$ cat src/rtl/regfile_wb_arbiter_if.sv
// Writeback request bundle, register-file write port and forwarding lookups
// shared between the writeback arbiter and its neighbours.
interface regfile_wb_arbiter_if #(
  parameter int XLEN              = 32,
  parameter int REG_FILE_DEPTH    = 32,
  parameter int REG_FILE_ADDR_LEN = $clog2(REG_FILE_DEPTH),
  parameter int NUM_REQ           = 3
);
  localparam int ID_W = $clog2(NUM_REQ);

  logic [NUM_REQ-1:0]                   req_valid;
  logic [NUM_REQ-1:0]                   req_ready;
  logic [NUM_REQ*REG_FILE_ADDR_LEN-1:0] req_addr;
  logic [NUM_REQ*XLEN-1:0]              req_data;

  logic                         wr_en;
  logic [REG_FILE_ADDR_LEN-1:0] wr_addr;
  logic [XLEN-1:0]              wr_data;

  logic [REG_FILE_ADDR_LEN-1:0] rs1;
  logic [REG_FILE_ADDR_LEN-1:0] rs2;
  logic                         fwd_1_valid;
  logic                         fwd_2_valid;
  logic [XLEN-1:0]              fwd_1_data;
  logic [XLEN-1:0]              fwd_2_data;

  logic [ID_W-1:0]              grant_id;

  // Execute/writeback side plus register-file read side.
  modport master (
    output req_valid, req_addr, req_data, rs1, rs2,
    input  req_ready, wr_en, wr_addr, wr_data,
    input  fwd_1_valid, fwd_2_valid, fwd_1_data, fwd_2_data, grant_id
  );

  // Arbiter side.
  modport slave (
    input  req_valid, req_addr, req_data, rs1, rs2,
    output req_ready, wr_en, wr_addr, wr_data,
    output fwd_1_valid, fwd_2_valid, fwd_1_data, fwd_2_data, grant_id
  );
endinterface

$ cat src/rtl/regfile_wb_arbiter.sv
// Round-robin arbiter for the single register-file write port, with a one-cycle
// write stage that also feeds two forwarding lookups.
module regfile_wb_arbiter #(
  parameter int XLEN              = 32,
  parameter int REG_FILE_DEPTH    = 32,
  parameter int REG_FILE_ADDR_LEN = $clog2(REG_FILE_DEPTH),
  parameter int NUM_REQ           = 3
) (
  input  logic                clk,
  input  logic                reset,
  regfile_wb_arbiter_if.slave bus
);
  localparam int AW   = REG_FILE_ADDR_LEN;
  localparam int ID_W = $clog2(NUM_REQ);
  localparam logic [ID_W-1:0] LAST_ID = ID_W'(NUM_REQ - 1);

  logic [ID_W-1:0] rr_ptr;
  logic            grant_found;
  logic [ID_W-1:0] grant_idx;
  logic [AW-1:0]   sel_addr;
  logic [XLEN-1:0] sel_data;

  logic            wr_en_q;
  logic [AW-1:0]   wr_addr_q;
  logic [XLEN-1:0] wr_data_q;
  logic [ID_W-1:0] grant_id_q;

  // Circular search starting at rr_ptr; the first valid requester wins.
  always_comb begin : grant_search
    int idx;
    // NOTE: every combinational output gets a default first so no path leaves it unassigned (no latch).
    grant_found = 1'b0;
    grant_idx   = '0;
    idx         = 0;
    for (int k = 0; k < NUM_REQ; k++) begin
      idx = int'(rr_ptr) + k;
      if (idx >= NUM_REQ) idx = idx - NUM_REQ;
      if (!grant_found && bus.req_valid[ID_W'(idx)]) begin
        grant_found = 1'b1;
        grant_idx   = ID_W'(idx);
      end
    end
  end

  // Ready is a pure function of valid and the pointer, never of ready itself.
  always_comb begin : ready_decode
    bus.req_ready = '0;
    if (grant_found) bus.req_ready[grant_idx] = 1'b1;
  end

  always_comb begin : grant_mux
    sel_addr = bus.req_addr[int'(grant_idx)*AW +: AW];
    sel_data = bus.req_data[int'(grant_idx)*XLEN +: XLEN];
  end

  // NOTE: state registers use non-blocking assignments so each one samples pre-edge values.
  always_ff @(posedge clk or negedge reset) begin
    if (!reset) begin
      wr_en_q    <= 1'b0;
      wr_addr_q  <= '0;
      wr_data_q  <= '0;
      grant_id_q <= '0;
      rr_ptr     <= '0;
    end else if (grant_found) begin
      // x0 writes complete the handshake and move the pointer but never commit.
      wr_en_q    <= (sel_addr != '0);
      wr_addr_q  <= sel_addr;
      wr_data_q  <= sel_data;
      grant_id_q <= grant_idx;
      rr_ptr     <= (grant_idx == LAST_ID) ? '0 : grant_idx + 1'b1;
    end else begin
      wr_en_q <= 1'b0;
    end
  end

  assign bus.wr_en    = wr_en_q;
  assign bus.wr_addr  = wr_addr_q;
  assign bus.wr_data  = wr_data_q;
  assign bus.grant_id = grant_id_q;

  // The staged write is the only value newer than the register file contents.
  assign bus.fwd_1_valid = wr_en_q && (wr_addr_q == bus.rs1) && (bus.rs1 != '0);
  assign bus.fwd_2_valid = wr_en_q && (wr_addr_q == bus.rs2) && (bus.rs2 != '0);
  assign bus.fwd_1_data  = bus.fwd_1_valid ? wr_data_q : '0;
  assign bus.fwd_2_data  = bus.fwd_2_valid ? wr_data_q : '0;

endmodule

$ cat src/flat_wrapper.sv
// flat-port wrapper written by rule: the top's interface ports become plain ports
module regfile_wb_arbiter_flat 
#(
  parameter int XLEN              = 32,
  parameter int REG_FILE_DEPTH    = 32,
  parameter int REG_FILE_ADDR_LEN = $clog2(REG_FILE_DEPTH),
  parameter int NUM_REQ           = 3
)
  (clk, reset, bus_req_valid, bus_req_addr, bus_req_data, bus_rs1, bus_rs2, bus_req_ready, bus_wr_en, bus_wr_addr, bus_wr_data, bus_fwd_1_valid, bus_fwd_2_valid, bus_fwd_1_data, bus_fwd_2_data, bus_grant_id);
  regfile_wb_arbiter_if #(.XLEN(XLEN), .REG_FILE_DEPTH(REG_FILE_DEPTH), .REG_FILE_ADDR_LEN(REG_FILE_ADDR_LEN), .NUM_REQ(NUM_REQ)) bus_i ();
  input  logic clk;
  input  logic reset;
  input wire logic [$bits(bus_i.req_valid)-1:0] bus_req_valid;
  input wire logic [$bits(bus_i.req_addr)-1:0] bus_req_addr;
  input wire logic [$bits(bus_i.req_data)-1:0] bus_req_data;
  input wire logic [$bits(bus_i.rs1)-1:0] bus_rs1;
  input wire logic [$bits(bus_i.rs2)-1:0] bus_rs2;
  output wire logic [$bits(bus_i.req_ready)-1:0] bus_req_ready;
  output wire logic [$bits(bus_i.wr_en)-1:0] bus_wr_en;
  output wire logic [$bits(bus_i.wr_addr)-1:0] bus_wr_addr;
  output wire logic [$bits(bus_i.wr_data)-1:0] bus_wr_data;
  output wire logic [$bits(bus_i.fwd_1_valid)-1:0] bus_fwd_1_valid;
  output wire logic [$bits(bus_i.fwd_2_valid)-1:0] bus_fwd_2_valid;
  output wire logic [$bits(bus_i.fwd_1_data)-1:0] bus_fwd_1_data;
  output wire logic [$bits(bus_i.fwd_2_data)-1:0] bus_fwd_2_data;
  output wire logic [$bits(bus_i.grant_id)-1:0] bus_grant_id;
  assign bus_i.req_valid = bus_req_valid;
  assign bus_i.req_addr = bus_req_addr;
  assign bus_i.req_data = bus_req_data;
  assign bus_i.rs1 = bus_rs1;
  assign bus_i.rs2 = bus_rs2;
  assign bus_req_ready = bus_i.req_ready;
  assign bus_wr_en = bus_i.wr_en;
  assign bus_wr_addr = bus_i.wr_addr;
  assign bus_wr_data = bus_i.wr_data;
  assign bus_fwd_1_valid = bus_i.fwd_1_valid;
  assign bus_fwd_2_valid = bus_i.fwd_2_valid;
  assign bus_fwd_1_data = bus_i.fwd_1_data;
  assign bus_fwd_2_data = bus_i.fwd_2_data;
  assign bus_grant_id = bus_i.grant_id;
  regfile_wb_arbiter #(.XLEN(XLEN), .REG_FILE_DEPTH(REG_FILE_DEPTH), .REG_FILE_ADDR_LEN(REG_FILE_ADDR_LEN), .NUM_REQ(NUM_REQ)) u_core (.clk(clk), .reset(reset), .bus(bus_i));
endmodule
$ cat config.mk
export PLATFORM = sky130hd
export DESIGN_NAME = regfile_wb_arbiter_flat
export DESIGN_NICKNAME = d
export VERILOG_FILES = /design/src/rtl/regfile_wb_arbiter_if.sv /design/src/rtl/regfile_wb_arbiter.sv /design/src/flat_wrapper.sv
export SDC_FILE = /design/constraint.sdc
export NUM_CORES = 1
export LEC_CHECK = 0
export CAP_MARGIN = 20
export CORE_MARGIN = 2
export CORE_UTILIZATION = 32
export DETAILED_ROUTE_END_ITERATION = 6
export GPL_ROUTABILITY_DRIVEN = 0
export HOLD_SLACK_MARGIN = 0.06
export PLACE_DENSITY = 0.87
export RECOVER_POWER = 25
export SETUP_SLACK_MARGIN = 0.2
export SLEW_MARGIN = 15
export SYNTH_ARGS = -nofsm -noshare
export SYNTH_HDL_FRONTEND = slang
export SYNTH_SLANG_ARGS = --single-unit
$ cat constraint.sdc
create_clock -name clk -period 2.4 [get_ports clk]
set_input_delay 0.48 -clock clk [delete_from_list [all_inputs] [get_ports clk]]
set_output_delay 0.48 -clock clk [all_outputs]
set_load 0.02 [all_outputs]
==> results of run 1 <==
## worst register-to-register path, stage by stage (launching register included)
cell      delay [ns]
dfrtp_1         0.41
buf_6           0.13
ha_4            0.24
buf_6           0.13
nand4b_1        0.14
nand2_2         0.10
o32ai_4         0.35
buf_4           0.18
buf_8           0.13
buf_12          0.15
mux2i_4         0.23
a211oi_2        0.09
a21o_1          0.16
## registers in the layout, indices dropped and copies added (netlist names)
signal and count:
u_core.bus.wr_data 32, u_core.bus.wr_addr 5, u_core.bus.grant_id 2, u_core.rr_ptr 2, u_core.bus.wr_en 1
## area by class of cell
class,instances,area (µm²)
clock buffers,7,86.3
inverters,4,15.0
repair buffers,322,3560
clock inverters,1,8.76
well taps,136,170
multi-input cells,301,2650
fillers,658,2680
flip-flops and latches,42,1060
## cells in the mapped netlist, types with 3 or more instances
library cell	count	area, µm²
and2_1	66	413
dfrtp_1	42	1050
nor2_1	40	150
a211oi_1	38	285
mux2i_1	37	370
a21o_1	34	255
clkbuf_1	18	67.6
a21oi_1	9	45.0
nand2_1	8	30.0
buf_2	7	35.0
xor2_1	6	52.6
nor2b_1	5	31.3
nor4_1	5	31.3
o21ai_0	5	25.0
ha_1	4	50.1
inv_1	4	15.0
o21a_1	4	30.0
and3_1	3	18.8
nand3_1	3	15.0
nand3b_1	3	22.5
## stage by stage
step	setup slack [ns]	hold slack [ns]	std cells
after CTS	-0.157	0.263	800
after detailed placement	-0.802	0.472	762
after global routing	-0.307	0.534	813
after global placement	-0.735	0.463	762
after floorplan	0.0989	0.184	377
final	-0.217	0.434	813
## per-layer routing
layer  part of all wire, %  global-route usage (%)
met1                    38                    32.3
met2                    51                    47.8
met3                   7.9                    5.46
met4                   3.4                    11.4
met5                     0                       0
## worst paths after layout
kind / from / to / slack (ns)
max in group asynchronous: reset / u_core.bus.wr_addr[2] / 1.27
worst max-delay path: u_core.rr_ptr[1] / bus_req_ready[0] / -0.22
worst min-delay path: reset / u_core.bus.wr_data[23] / 0.43
worst min register to register: u_core.bus.grant_id[1] / u_core.bus.grant_id[1] / 0.50
min in group clk: u_core.bus.grant_id[1] / u_core.bus.grant_id[1] / 0.50
worst max register to register: u_core.rr_ptr[1] / u_core.bus.wr_addr[0] / -0.14
## timing repair
action / CTS / global route
gates resized for setup: 544 / 62
cloned: 13 / 4
pin swaps: 31 / 28
hold buffers: 0 / 0
setup buffers: 17 / 9
setup endpoints to repair: 108 / 111
hold endpoints to repair: 0 / 0
## power breakdown
group,internal (W),total (W),switching [W]
Clock,0.000238,0.000485,0.000247
Combinational,0.00465,0.00846,0.00381
Sequential,0.00113,0.00160,0.000462
## logic make-up (layout without fill, tap and decap cells)
family                     after synthesis  in the layout  synth area share [%]
muxes                                   39             39                  11.8
buffers and inverters                   34            334                  5.28
and+or+nand+nor                        140            140                  23.0
DFF                                     42             42                  31.4
AOI/OAI and AO/OA                      110            110                  24.9
adders and majority gates                4              4                  1.50
xor gates and xnor gates                 8              8                  2.10
==> impl_metrics.tcl, run 1 <==
set metrics [dict create \
    die-area_mm2 0.0113 \
    postLayoutCoreUtil_pct 73.8 \
    synth-edff-count 0 \
    start_kind "flip-flop" \
    nets 806 \
    status "finished, violations left" \
    cts_tree "done" \
    cts.clk_slew.worst_paths_ns 0.08 \
    final_cell_mix "clkdlybuf4s50_1, buf_6, and2_4" \
    area_growth_pct 126 \
    clock_skew_ns 0.00784 \
    fin_crit_ns 2.62 \
    syn_area_mm2 0.00334 \
    finalSetupViolCount 96 \
    clkSinkCount 42 \
    clk_path_buf_depth 2 \
    io_buffers 234 \
    ys_seq_elements 42 \
    async_flop_share_pct 100 \
    grt_overflow_total 0 \
    setup_tns_ns -13.85 \
    cap_violations 0 \
    path_common_cell "buf_6" \
    hp-class "in -> async" \
    period_share_pct 109 \
    crit_path_max_incr_delay_ns 0.41 \
    fp.dieH_um 106 \
    crit_type "reg -> out" \
    clockRootBuffer "clkbuf_8" \
    cp_top_family "simple AND/OR/NAND/NOR gates" \
    cts_buffers 5 \
    drt-pass1-iter-count 4 \
    first_iter_violations 137 \
    layout-drive-gt1-share_pct 43.7 \
    diodes 0 \
    critPathBufInv 3 \
    cp_max_fo 5 \
    p_leak_nw 3.45 \
    synth.distinct_cells 49 \
    power.total_w 0.0105 \
    syn-num-nets 507 \
    ios 235 \
    gr-usage-all-layers_pct 27.2 \
    fin_ws_ns -0.217 \
    clk_latency_ns 0.29 \
    h-tree-depth 2 \
    max_freq_ghz 0.382 \
    powerDensity_mw_per_mm2 1400 \
    crit_chain "buf_6 > ha_4 > buf_6 > nand4b_1 > nand2_2 > o32ai_4 > and3_4 > buf_6" \
    violations "negative setup slack" \
    slew_headroom_pct 32.4 \
    antenna_found_initial 0 \
    hpwl_um 9810 \
    yosysSeqAreaShare_pct 31.4 \
    yosys_most_used_dff "dfrtp_1" \
    vias_per_cell 5.28 \
    path_depth 8 \
    drt-wirelength-per-cell_um 20.4 \
    postSynthCellCount 377 \
    worst_pin_slew_ns 1.01 \
    totalWireLength_um 16600 \
    row_count 37 \
    start_util_pct 32.7 \
    vias 4295 \
    rsz0062_at_grt "true" \
    hold_violations 0 \
    fin_area_mm2 0.00755 \
    grt_max_degree 43 \
    yosysWarnings 0 \
    grt_pass1_vias 4462 \
    required_ns 1.92 \
    final_max_slew_viol_count 0 \
    place_area_mm2 0.00613 \
    cp.arrival_ns 2.14 \
    ant_nets 0 \
    worstRegToRegCells 12 \
    vdd_ir_drop_max_uv 718 \
    grt_pass1_wl_um 23800 \
    core_area_mm2 0.0102 \
    die_x_um 106 \
    cpMaxStageDelayCell "dfrtp_1" \
    final_common_cell "clkdlybuf4s50_1" \
    syn_area_per_cell_um2 8.87 \
    drcViolationCount 0 \
    critPathCaptureType "output pin" \
]
Note: power is estimated with default switching activity, not from simulation.
==> run 2: changes to the inputs <==
--- a/config.mk
+++ b/config.mk
@@ -5,6 +5,7 @@
 export SDC_FILE = /design/constraint.sdc
 export NUM_CORES = 1
 export LEC_CHECK = 0
+export ABC_CLOCK_PERIOD_IN_PS = 2400
 export CAP_MARGIN = 20
 export CORE_MARGIN = 2
 export CORE_UTILIZATION = 32
@@ -12,9 +13,8 @@
 export GPL_ROUTABILITY_DRIVEN = 0
 export HOLD_SLACK_MARGIN = 0.06
 export PLACE_DENSITY = 0.87
-export RECOVER_POWER = 25
+export RECOVER_POWER = 100
 export SETUP_SLACK_MARGIN = 0.2
-export SLEW_MARGIN = 15
 export SYNTH_ARGS = -nofsm -noshare
 export SYNTH_HDL_FRONTEND = slang
 export SYNTH_SLANG_ARGS = --single-unit
==> impl_metrics.tcl, run 2 (synthesized netlist as in run 1, its figures left out) <==
set metrics [dict create \
    max_freq_ghz 0.381 \
    rsz0062_at_grt "true" \
    start_kind "flip-flop" \
    p_leak_nw 3.47 \
    cpMaxStageDelayCell "dfrtp_1" \
    clkPwrFrac_pct 4.7 \
    power_frac_comb_pct 80.2 \
    cp.arrival_ns 2.14 \
    final_common_cell "clkdlybuf4s50_1" \
    cts_buffers 5 \
    hp-class "in -> async" \
    crit_type "reg -> out" \
    diodes 0 \
    core_area_mm2 0.0102 \
    period_share_pct 109 \
    cts_tree "done" \
    status "finished, violations left" \
    clk_latency_ns 0.29 \
    row_count 37 \
    slew_headroom_pct 32.5 \
    first_iter_violations 159 \
    nFillCells 658 \
    clock_skew_ns 0.00779 \
    h-tree-depth 2 \
    layout-drive-gt1-share_pct 43.7 \
    crit_path_max_incr_delay_ns 0.40 \
    hold_buffers 0 \
    cap_violations 0 \
    largest_register_ffs 32 \
    holdWs_ns 0.433 \
    drt-wirelength-per-cell_um 20.4 \
    path_common_cell "buf_6" \
    vdd_ir_drop_max_uv 713 \
    gr-usage-all-layers_pct 27.2 \
    cp_max_fo 5 \
    powerDensity_mw_per_mm2 1380 \
    pre_cts_ws_ns -0.802 \
    start_util_pct 32.7 \
    vias 4310 \
    netSwitchingFraction_pct 43.3 \
    critPathCaptureType "output pin" \
    worst_pin_slew_ns 1.01 \
    hold_violations 0 \
    power.total_w 0.0104 \
    required_ns 1.92 \
    violations "negative setup slack" \
    grt_pass1_vias 4462 \
    clockRootBuffer "clkbuf_8" \
    setup_tns_ns -14.08 \
    totalWireLength_um 16600 \
    crit_chain "buf_6 > ha_4 > buf_6 > nand4b_1 > nand2_2 > o32ai_4 > and3_4 > buf_6" \
    fp.dieH_um 106 \
    grt_overflow_total 0 \
    drt-pass1-iter-count 4 \
    io_buffers 234 \
    drcViolationCount 0 \
    seq_power_share_pct 15.2 \
    switchingPower_w 0.00450 \
    grt_max_degree 43 \
    cts.clk_slew.worst_paths_ns 0.08 \
    finalSetupViolCount 95 \
    fin_crit_ns 2.62 \
    die-area_mm2 0.0113 \
    clk_path_buf_depth 2 \
    ant_nets 0 \
    vias_per_cell 5.30 \
    area_growth_pct 126 \
    clkSinkCount 42 \
    final_cell_mix "clkdlybuf4s50_1, buf_6, and2_4" \
    hpwl_um 9810 \
    die_x_um 106 \
    grt_pass1_wl_um 23800 \
    final_max_slew_viol_count 0 \
    p_int_w 0.00590 \
    fin_ws_ns -0.222 \
    antenna_found_initial 0 \
    nets 806 \
    ios 235 \
]
run 2: routing by layer:
| layer | track usage, % | vias to the layer above | routed length, µm |
|---|---|---|---|
| met5 | 0 | - | 0 |
| met4 | 11.4 | 0 | 554 |
| met3 | 5.46 | 39 | 1250 |
| met2 | 47.8 | 222 | 8440 |
| met1 | 32.3 | 2086 | 6330 |
| li1 | - | 1963 | - |
run 2: path summary, 6_finish.rpt:
| path | endpoint | startpoint | slack [ns] | cells after the start |
|---|---|---|---|---|
| min in group clk | u_core.bus.grant_id[1] | u_core.bus.grant_id[1] | 0.50 | 2 |
| max in group asynchronous | u_core.bus.wr_addr[2] | reset | 1.28 | 2 |
| max reg2reg | u_core.bus.wr_addr[0] | u_core.rr_ptr[1] | -0.15 | 12 |
| min | u_core.bus.wr_data[23] | reset | 0.43 | 2 |
| max | bus_req_ready[0] | u_core.rr_ptr[1] | -0.22 | 8 |
| min reg2reg | u_core.bus.grant_id[1] | u_core.bus.grant_id[1] | 0.50 | 2 |
run 2: per-stage QoR:
stage	instances	utilization (%)	area [µm²]
final	813	73.8	7550
after global routing	813	73.8	7550
after CTS	800	70.0	7160
after detailed placement	762	59.9	6130
after global placement	762	59.9	6130
after floorplan	377	-	3420
run 2: final cells by class:
cell class	instances	area, µm²	share of cell area, %
Inverter	4	15.0	0.199
Clock inverter	1	8.76	0.116
Timing Repair Buffer	322	3560	47.1
Clock buffer	7	86.3	1.14
Sequential cell	42	1060	14.0
Tap cell	136	170	2.25
Multi-Input combinational cell	301	2650	35.1
run 2: what timing repair did:
item | CTS | global route
resized for setup | 544 | 62
setup buffers | 17 | 9
gates cloned | 13 | 4
setup endpoints to repair | 108 | 111
pin swaps | 31 | 28
run 2: power groups by stage:
stage / registers [W] / logic (W) / clock network [W]
2_1_floorplan: 0.00186 / 0.00341 / 0
3_3_place_gp: 0.00152 / 0.00583 / 0
3_5_place_dp: 0.00154 / 0.00601 / 0
4_1_cts: 0.00157 / 0.00754 / 0.000492
5_1_grt: 0.00163 / 0.00881 / 0.000519
6_report: 0.00158 / 0.00834 / 0.000485
run 2: worst max-delay path: cells and delay by family (launching register included):
family                   cells  cell delay [ns]
AND/OR/NAND/NOR              3             0.49
flip-flops                   1             0.40
adder cells (fa/ha/maj)      1             0.24
AO/OA/AOI/OAI                1             0.35
buffers and inverters        3             0.38
==> run 3: changes to the inputs <==
--- a/config.mk
+++ b/config.mk
@@ -6,7 +6,6 @@
 export NUM_CORES = 1
 export LEC_CHECK = 0
 export ABC_CLOCK_PERIOD_IN_PS = 2400
-export CAP_MARGIN = 20
 export CORE_MARGIN = 2
 export CORE_UTILIZATION = 32
 export DETAILED_ROUTE_END_ITERATION = 6
==> results of run 3 <==
Same layout as run 2: the final DEF is identical, and so are final timing and power.
